<file path="src/rtl/axi_pkg.sv">
// Shared AXI definitions: response codes, burst-master FSM states and beat geometry.
package axi_pkg;

  localparam int AXI_BEAT_BYTES = 4;

  typedef enum logic [1:0] {
    OKAY   = 2'b00,
    EXOKAY = 2'b01,
    SLVERR = 2'b10,
    DECERR = 2'b11
  } axi_resp_e;

  typedef enum logic [2:0] {
    S_IDLE,
    S_AW,
    S_W,
    S_B,
    S_AR,
    S_R
  } axi_mst_state_e;

endpackage

</file>
<file path="src/rtl/axi_intf.sv">
// AXI4 bundle (INCR bursts, single ID) shared by the burst master and the RAM responder.
interface AXI_Intf #(
  parameter int ADDR_W = 32,
  parameter int DATA_W = 32,
  parameter int LEN_W  = 8
);

  logic [ADDR_W-1:0] awaddr;
  logic [LEN_W-1:0]  awlen;
  logic              awvalid;
  logic              awready;

  logic [DATA_W-1:0] wdata;
  logic              wlast;
  logic              wvalid;
  logic              wready;

  logic [1:0]        bresp;
  logic              bvalid;
  logic              bready;

  logic [ADDR_W-1:0] araddr;
  logic [LEN_W-1:0]  arlen;
  logic              arvalid;
  logic              arready;

  logic [DATA_W-1:0] rdata;
  logic [1:0]        rresp;
  logic              rlast;
  logic              rvalid;
  logic              rready;

  modport AXI_M (
    output awaddr, awlen, awvalid, input awready,
    output wdata, wlast, wvalid, input wready,
    input  bresp, bvalid, output bready,
    output araddr, arlen, arvalid, input arready,
    input  rdata, rresp, rlast, rvalid, output rready
  );

  modport AXI_S (
    input  awaddr, awlen, awvalid, output awready,
    input  wdata, wlast, wvalid, output wready,
    output bresp, bvalid, input bready,
    input  araddr, arlen, arvalid, output arready,
    output rdata, rresp, rlast, rvalid, input rready
  );

endinterface

</file>
<file path="src/rtl/axi_burst_master.sv">
// Single-outstanding AXI4 burst initiator: local command -> AW/W/B write or AR/R read burst,
// with write data and read data carried on combinational valid/ready pass-through streams.
module axi_burst_master
  import axi_pkg::*;
#(
  parameter int ADDR_W = 32,
  parameter int DATA_W = 32,
  parameter int LEN_W  = 8
) (
  input  logic              aclk,
  input  logic              aresetn,
  input  logic              cmd_valid,
  output logic              cmd_ready,
  input  logic              cmd_write,
  input  logic [ADDR_W-1:0] cmd_addr,
  input  logic [LEN_W-1:0]  cmd_len,
  input  logic [DATA_W-1:0] wr_data,
  input  logic              wr_valid,
  output logic              wr_ready,
  output logic [DATA_W-1:0] rd_data,
  output logic              rd_last,
  output logic              rd_valid,
  input  logic              rd_ready,
  output logic              done,
  output logic [1:0]        done_resp,
  output logic              busy,
  AXI_Intf.AXI_M            axi
);

  localparam int CNT_W = LEN_W + 1;

  axi_mst_state_e    state_q, state_d;
  logic [ADDR_W-1:0] addr_q;
  logic [LEN_W-1:0]  len_q;
  logic [CNT_W-1:0]  beat_q;
  logic              err_seen_q;
  axi_resp_e         err_resp_q;
  logic              done_q;
  axi_resp_e         done_resp_q;
  axi_resp_e         r_resp;

  logic cmd_fire, w_fire, b_fire, r_fire, last_w;

  assign cmd_fire = cmd_valid && cmd_ready;
  assign w_fire   = (state_q == S_W) && wr_valid && axi.wready;
  assign b_fire   = (state_q == S_B) && axi.bvalid;
  assign r_fire   = (state_q == S_R) && axi.rvalid && rd_ready;
  assign last_w   = (beat_q == {1'b0, len_q});

  assign axi.awaddr = addr_q;
  assign axi.awlen  = len_q;
  assign axi.araddr = addr_q;
  assign axi.arlen  = len_q;

  assign busy      = (state_q != S_IDLE);
  assign done      = done_q;
  assign done_resp = done_resp_q;

  always_ff @(posedge aclk) begin
    if (!aresetn) state_q <= S_IDLE;
    else          state_q <= state_d;
  end

  always_comb begin
    // NOTE: every combinational output gets a default before the case so no path infers a latch.
    state_d     = state_q;
    cmd_ready   = 1'b0;
    axi.awvalid = 1'b0;
    axi.wvalid  = 1'b0;
    axi.wdata   = '0;
    axi.wlast   = 1'b0;
    wr_ready    = 1'b0;
    axi.bready  = 1'b0;
    axi.arvalid = 1'b0;
    axi.rready  = 1'b0;
    rd_valid    = 1'b0;
    rd_data     = '0;
    rd_last     = 1'b0;
    unique case (state_q)
      S_IDLE: begin
        cmd_ready = aresetn;
        if (cmd_valid && aresetn) state_d = cmd_write ? S_AW : S_AR;
      end
      S_AW: begin
        axi.awvalid = 1'b1;
        if (axi.awready) state_d = S_W;
      end
      S_W: begin
        axi.wvalid = wr_valid;
        axi.wdata  = wr_data;
        axi.wlast  = last_w;
        wr_ready   = axi.wready;
        if (w_fire && last_w) state_d = S_B;
      end
      S_B: begin
        axi.bready = 1'b1;
        if (axi.bvalid) state_d = S_IDLE;
      end
      S_AR: begin
        axi.arvalid = 1'b1;
        if (axi.arready) state_d = S_R;
      end
      S_R: begin
        rd_valid   = axi.rvalid;
        rd_data    = axi.rdata;
        rd_last    = axi.rlast;
        axi.rready = rd_ready;
        if (r_fire && axi.rlast) state_d = S_IDLE;
      end
      default: state_d = S_IDLE;
    endcase
  end

  // Completion response of a read: first error wins, then a beat-count mismatch.
  always_comb begin
    r_resp = OKAY;
    if (err_seen_q)                    r_resp = err_resp_q;
    else if (axi.rresp != OKAY)        r_resp = axi_resp_e'(axi.rresp);
    else if (beat_q != {1'b0, len_q})  r_resp = SLVERR;
  end

  always_ff @(posedge aclk) begin
    // NOTE: registers use non-blocking assignments so every update sees pre-edge values.
    if (!aresetn) begin
      addr_q      <= '0;
      len_q       <= '0;
      beat_q      <= '0;
      err_seen_q  <= 1'b0;
      err_resp_q  <= OKAY;
      done_q      <= 1'b0;
      done_resp_q <= OKAY;
    end else begin
      done_q      <= 1'b0;
      done_resp_q <= OKAY;
      if (cmd_fire) begin
        addr_q     <= cmd_addr & ~ADDR_W'(AXI_BEAT_BYTES - 1);
        len_q      <= cmd_len;
        beat_q     <= '0;
        err_seen_q <= 1'b0;
        err_resp_q <= OKAY;
      end
      // Saturate so a runaway read (missing RLAST) still reports a count mismatch.
      if ((w_fire || r_fire) && (beat_q != '1)) beat_q <= beat_q + CNT_W'(1);
      if (r_fire && (axi.rresp != OKAY) && !err_seen_q) begin
        err_seen_q <= 1'b1;
        err_resp_q <= axi_resp_e'(axi.rresp);
      end
      if (b_fire) begin
        done_q      <= 1'b1;
        done_resp_q <= axi_resp_e'(axi.bresp);
      end
      if (r_fire && axi.rlast) begin
        done_q      <= 1'b1;
        done_resp_q <= r_resp;
      end
    end
  end

endmodule

</file>
<file path="src/flat_wrapper.sv">
// flat-port wrapper written by rule: the top's interface ports become plain ports
module axi_burst_master_flat import axi_pkg::*;
#(
  parameter int ADDR_W = 32,
  parameter int DATA_W = 32,
  parameter int LEN_W  = 8
)
  (aclk, aresetn, cmd_valid, cmd_ready, cmd_write, cmd_addr, cmd_len, wr_data, wr_valid, wr_ready, rd_data, rd_last, rd_valid, rd_ready, done, done_resp, busy, axi_awaddr, axi_awlen, axi_awvalid, axi_awready, axi_wdata, axi_wlast, axi_wvalid, axi_wready, axi_bresp, axi_bvalid, axi_bready, axi_araddr, axi_arlen, axi_arvalid, axi_arready, axi_rdata, axi_rresp, axi_rlast, axi_rvalid, axi_rready);
  AXI_Intf #(.ADDR_W(ADDR_W), .DATA_W(DATA_W), .LEN_W(LEN_W)) axi_i ();
  input  logic aclk;
  input  logic aresetn;
  input  logic cmd_valid;
  output logic cmd_ready;
  input  logic cmd_write;
  input  logic [ADDR_W-1:0] cmd_addr;
  input  logic [LEN_W-1:0] cmd_len;
  input  logic [DATA_W-1:0] wr_data;
  input  logic wr_valid;
  output logic wr_ready;
  output logic [DATA_W-1:0] rd_data;
  output logic rd_last;
  output logic rd_valid;
  input  logic rd_ready;
  output logic done;
  output logic [1:0] done_resp;
  output logic busy;
  output wire logic [$bits(axi_i.awaddr)-1:0] axi_awaddr;
  output wire logic [$bits(axi_i.awlen)-1:0] axi_awlen;
  output wire logic [$bits(axi_i.awvalid)-1:0] axi_awvalid;
  input wire logic [$bits(axi_i.awready)-1:0] axi_awready;
  output wire logic [$bits(axi_i.wdata)-1:0] axi_wdata;
  output wire logic [$bits(axi_i.wlast)-1:0] axi_wlast;
  output wire logic [$bits(axi_i.wvalid)-1:0] axi_wvalid;
  input wire logic [$bits(axi_i.wready)-1:0] axi_wready;
  input wire logic [$bits(axi_i.bresp)-1:0] axi_bresp;
  input wire logic [$bits(axi_i.bvalid)-1:0] axi_bvalid;
  output wire logic [$bits(axi_i.bready)-1:0] axi_bready;
  output wire logic [$bits(axi_i.araddr)-1:0] axi_araddr;
  output wire logic [$bits(axi_i.arlen)-1:0] axi_arlen;
  output wire logic [$bits(axi_i.arvalid)-1:0] axi_arvalid;
  input wire logic [$bits(axi_i.arready)-1:0] axi_arready;
  input wire logic [$bits(axi_i.rdata)-1:0] axi_rdata;
  input wire logic [$bits(axi_i.rresp)-1:0] axi_rresp;
  input wire logic [$bits(axi_i.rlast)-1:0] axi_rlast;
  input wire logic [$bits(axi_i.rvalid)-1:0] axi_rvalid;
  output wire logic [$bits(axi_i.rready)-1:0] axi_rready;
  assign axi_awaddr = axi_i.awaddr;
  assign axi_awlen = axi_i.awlen;
  assign axi_awvalid = axi_i.awvalid;
  assign axi_i.awready = axi_awready;
  assign axi_wdata = axi_i.wdata;
  assign axi_wlast = axi_i.wlast;
  assign axi_wvalid = axi_i.wvalid;
  assign axi_i.wready = axi_wready;
  assign axi_i.bresp = axi_bresp;
  assign axi_i.bvalid = axi_bvalid;
  assign axi_bready = axi_i.bready;
  assign axi_araddr = axi_i.araddr;
  assign axi_arlen = axi_i.arlen;
  assign axi_arvalid = axi_i.arvalid;
  assign axi_i.arready = axi_arready;
  assign axi_i.rdata = axi_rdata;
  assign axi_i.rresp = axi_rresp;
  assign axi_i.rlast = axi_rlast;
  assign axi_i.rvalid = axi_rvalid;
  assign axi_rready = axi_i.rready;
  axi_burst_master #(.ADDR_W(ADDR_W), .DATA_W(DATA_W), .LEN_W(LEN_W)) u_core (.aclk(aclk), .aresetn(aresetn), .cmd_valid(cmd_valid), .cmd_ready(cmd_ready), .cmd_write(cmd_write), .cmd_addr(cmd_addr), .cmd_len(cmd_len), .wr_data(wr_data), .wr_valid(wr_valid), .wr_ready(wr_ready), .rd_data(rd_data), .rd_last(rd_last), .rd_valid(rd_valid), .rd_ready(rd_ready), .done(done), .done_resp(done_resp), .busy(busy), .axi(axi_i));
endmodule
</file>
<file path="config.mk">
export PLATFORM = sky130hd
export DESIGN_NAME = axi_burst_master_flat
export DESIGN_NICKNAME = d
export VERILOG_FILES = /design/src/rtl/axi_pkg.sv /design/src/rtl/axi_intf.sv /design/src/rtl/axi_burst_master.sv /design/src/flat_wrapper.sv
export SDC_FILE = /design/constraint.sdc
export NUM_CORES = 1
export LEC_CHECK = 0
export BUFFER_PORTS_ARGS = -buffer_cell sky130_fd_sc_hd__buf_2
export CAP_MARGIN = 20
export CORE_AREA = 2 2 108 110
export CTS_BUF_LIST = sky130_fd_sc_hd__clkbuf_8
export CTS_CLUSTER_DIAMETER = 200
export CTS_CLUSTER_SIZE = 12
export DETAILED_ROUTE_END_ITERATION = 16
export DIE_AREA = 0 0 110 112
export PLACE_DENSITY = 0.6
export SETUP_SLACK_MARGIN = 0.05
export SYNTH_ARGS = -nofsm -noshare
export SYNTH_HDL_FRONTEND = slang
export SYNTH_SLANG_ARGS = --single-unit
export TNS_END_PERCENT = 5
</file>
<file path="constraint.sdc">
create_clock -name aclk -period 3.4 [get_ports aclk]
set_input_delay 1.02 -clock aclk [delete_from_list [all_inputs] [get_ports aclk]]
set_output_delay 1.02 -clock aclk [all_outputs]
set_load 0.01 [all_outputs]
</file>
==> impl_metrics.tcl <==
set metrics [dict create \
    endpoint_kind "primary output" \
    rsz0062_at_grt "no" \
    arrival_ns 2.06 \
    clock_sinks 56 \
    n_fill_cell 1182 \
    postCtsSetupBuffers 0 \
    gp_congestion 0.763 \
    final_cell_mix "buf_2, nand2_1, and2_1" \
    drive_gt1_share_pct 46.8 \
    drtIter0Drc 128 \
    die_area_sq_um 12300 \
    cts_hold_buffers 0 \
    synth_area_per_cell_sq_um 7.72 \
    dp_hpwl_um 8210 \
    drtAntennaViolNets 0 \
    vias 3525 \
    track_usage_pct 15.6 \
    fin_crit_ns 3.08 \
    synth-async-reset-ratio_pct 0 \
    setup_viol 0 \
    path_clk_slew_ns 0.10 \
    p_leak_nw 2.65 \
    cp-start-kind "flip-flop" \
    worst_slew_pin_slew_ns 0.638 \
    relSlewSlack_pct 57.3 \
    synth_edf_count 0 \
    cts_buffers 5 \
    place_area_sq_um 4410 \
    cts_tree "done" \
    power_frac_comb_pct 45.9 \
    coreArea_sq_um 11200 \
    overflow 0 \
    drt-total-wl_um 10400 \
    seqCellArea_sq_um 1120 \
    cts_buffer_depth 2 \
    path_class "flip-flop to primary output" \
    rows 39 \
    cts_resized 0 \
    nets 762 \
    htreeDepth 2 \
    internal-power_mw 1.51 \
    synth.largest_area_cell "dfxtp_1" \
    hold_class "flip-flop to flip-flop" \
    clockRootBuffer "clkbuf_8" \
    worst_clock_skew_ns 0.0113 \
    initial_utilization_pct 29.1 \
    fmax_mhz 325 \
    power_frac_seq_pct 36.5 \
    ys_seq_elements 56 \
    die_h_um 112 \
    drc 0 \
    tns_ns 0 \
    grt_pass1_vias 3271 \
    ys_top_cells_by_area "dfxtp_1, and2_1, nand2_1" \
    avgViaCountPerCell 4.50 \
    worstSkewPairLatency_ns 0.32 \
    port_buffers 271 \
    swShare_pct 40.7 \
    report.final.slew_viol_count 0 \
    fin_area_sq_um 4530 \
    clkPwrFrac_pct 17.6 \
    drv_cap 0 \
    synth_cell_types 50 \
    yosysWarnings 0 \
    slowest_delay_ns 0.62 \
    cp.required_ns 2.38 \
    n_antenna_cell 0 \
    hold_viol_final 0 \
    multiInputGateArea_sq_um 1700 \
    ioPinCount 278 \
    drtPass1Iterations 4 \
    wl_per_cell_um 13.3 \
    cp_slowest_cell "dfxtp_1" \
    setup_ws_ns 0.319 \
    synth_top_flop_cell "dfxtp_1" \
    areaGrowthSynthToFinish_pct 39.5 \
    p_per_area_nw_per_um2 562 \
    syn_area_sq_um 3250 \
    grt_first_pass_wirelength_um 15100 \
    synthCells 421 \
    dp_slack_ns 0.442 \
    worstPathCellList "or2b_1 -> nor2_2 -> buf_4 -> and2_1 -> buf_2" \
    antenna_found_initial 0 \
    layout_commonest_cell "buf_2" \
    ir_drop_mv 0.238 \
    switching_power_mw 1.04 \
    grt_max_degree 48 \
    synth_top_area_share_pct 34.5 \
    die_w_um 110 \
    outcome "finished, final reports clean" \
    period_share_pct 90.6 \
    worstPathMaxFanout 32 \
    yosysSeqAreaShare_pct 34.5 \
]
-- kinds of logic after synthesis --
logic type	Yosys count	share of synthesized area [%]
other cells	1	0.115
flops	56	34.5
fa+ha+maj	2	0.770
xor+xnor	9	2.43
compound gates	31	8.01
simple gates	242	38.4
mux	5	1.58
buf+inv	75	14.2
-- layer usage --
| layer | track usage (%) | share of wire (%) | routed length [um] |
|---|---|---|---|
| met1 | 16.6 | 38 | 3920 |
| met2 | 30.7 | 54 | 5580 |
| met3 | 1.76 | 7.4 | 775 |
| met4 | 4.98 | 1.5 | 157 |
| met5 | 0 | 0 | 0 |
-- state kept, by name (all words and copies together) (netlist names) --
register	count
u_core.axi.araddr	30
u_core.beat_q	9
u_core.axi.arlen	8
u_core.state_q	3
u_core.done_resp	2
u_core.err_resp_q	2
u_core.done	1
u_core.err_seen_q	1
-- power by group through the flow --
stage,Sequential (mW),Clock [mW],Combinational (mW)
after global routing,0.954,0.495,1.30
after floorplan,0.936,0,0.794
after CTS,0.922,0.470,1.18
after detailed placement,0.936,0,1.18
final,0.929,0.449,1.17
after global placement,0.929,0,1.16
-- layout make-up --
class                           count  share of cell area (%)
Multi-Input combinational cell    294                    37.5
Timing Repair Buffer              276                    30.7
Sequential cell                    56                    24.7
Tap cell                          143                    3.95
Clock buffer                        5                    1.52
Clock inverter                      3                   0.938
Inverter                            7                   0.580
-- cells in the mapped netlist (2+ instances only) --
cell type  count
nand2_1       88
and2_1        66
dfxtp_1       56
nand3_1       48
buf_4         42
clkbuf_1      15
nor2_1        12
xnor2_1        8
inv_1          7
and3_1         6
buf_2          5
a21boi_0       4
a21oi_1        4
and2_2         4
mux2i_1        4
a22o_1         3
buf_1          3
nor3_1         3
o211ai_1       3
o21ai_0        3
a211oi_1       2
a21o_1         2
buf_6          2
ha_1           2
nand4b_1       2
nor2b_1        2
nor3b_4        2
-- stage by stage --
step / hold WS, ns / total power, mW / utilization, % / instances
floorplan: 0.452 / 1.73 / - / 424
global placement: 0.450 / 2.09 / 39.5 / 775
detailed placement: 0.459 / 2.12 / 39.5 / 775
CTS: 0.477 / 2.58 / 40.5 / 783
global route: 0.495 / 2.75 / 40.6 / 784
finish: 0.472 / 2.55 / 40.6 / 784
-- worst paths after layout --
path	start	end	slack, ns	depth (start not counted)
setup / recovery	u_core.state_q[2]	rd_data[26]	0.32	5
hold / removal	u_core.axi.araddr[18]	u_core.axi.araddr[18]	0.47	2
setup reg to reg	u_core.beat_q[0]	u_core.beat_q[6]	1.07	8
hold reg to reg	u_core.axi.araddr[18]	u_core.axi.araddr[18]	0.47	2
-- worst max-delay path, delay by kind of cell, from the launching register on --
family	cells	cell delay [ns]
simple gates	3	0.68
flops	1	0.62
buf+inv	2	0.43
(Power assumes the default switching activity.)
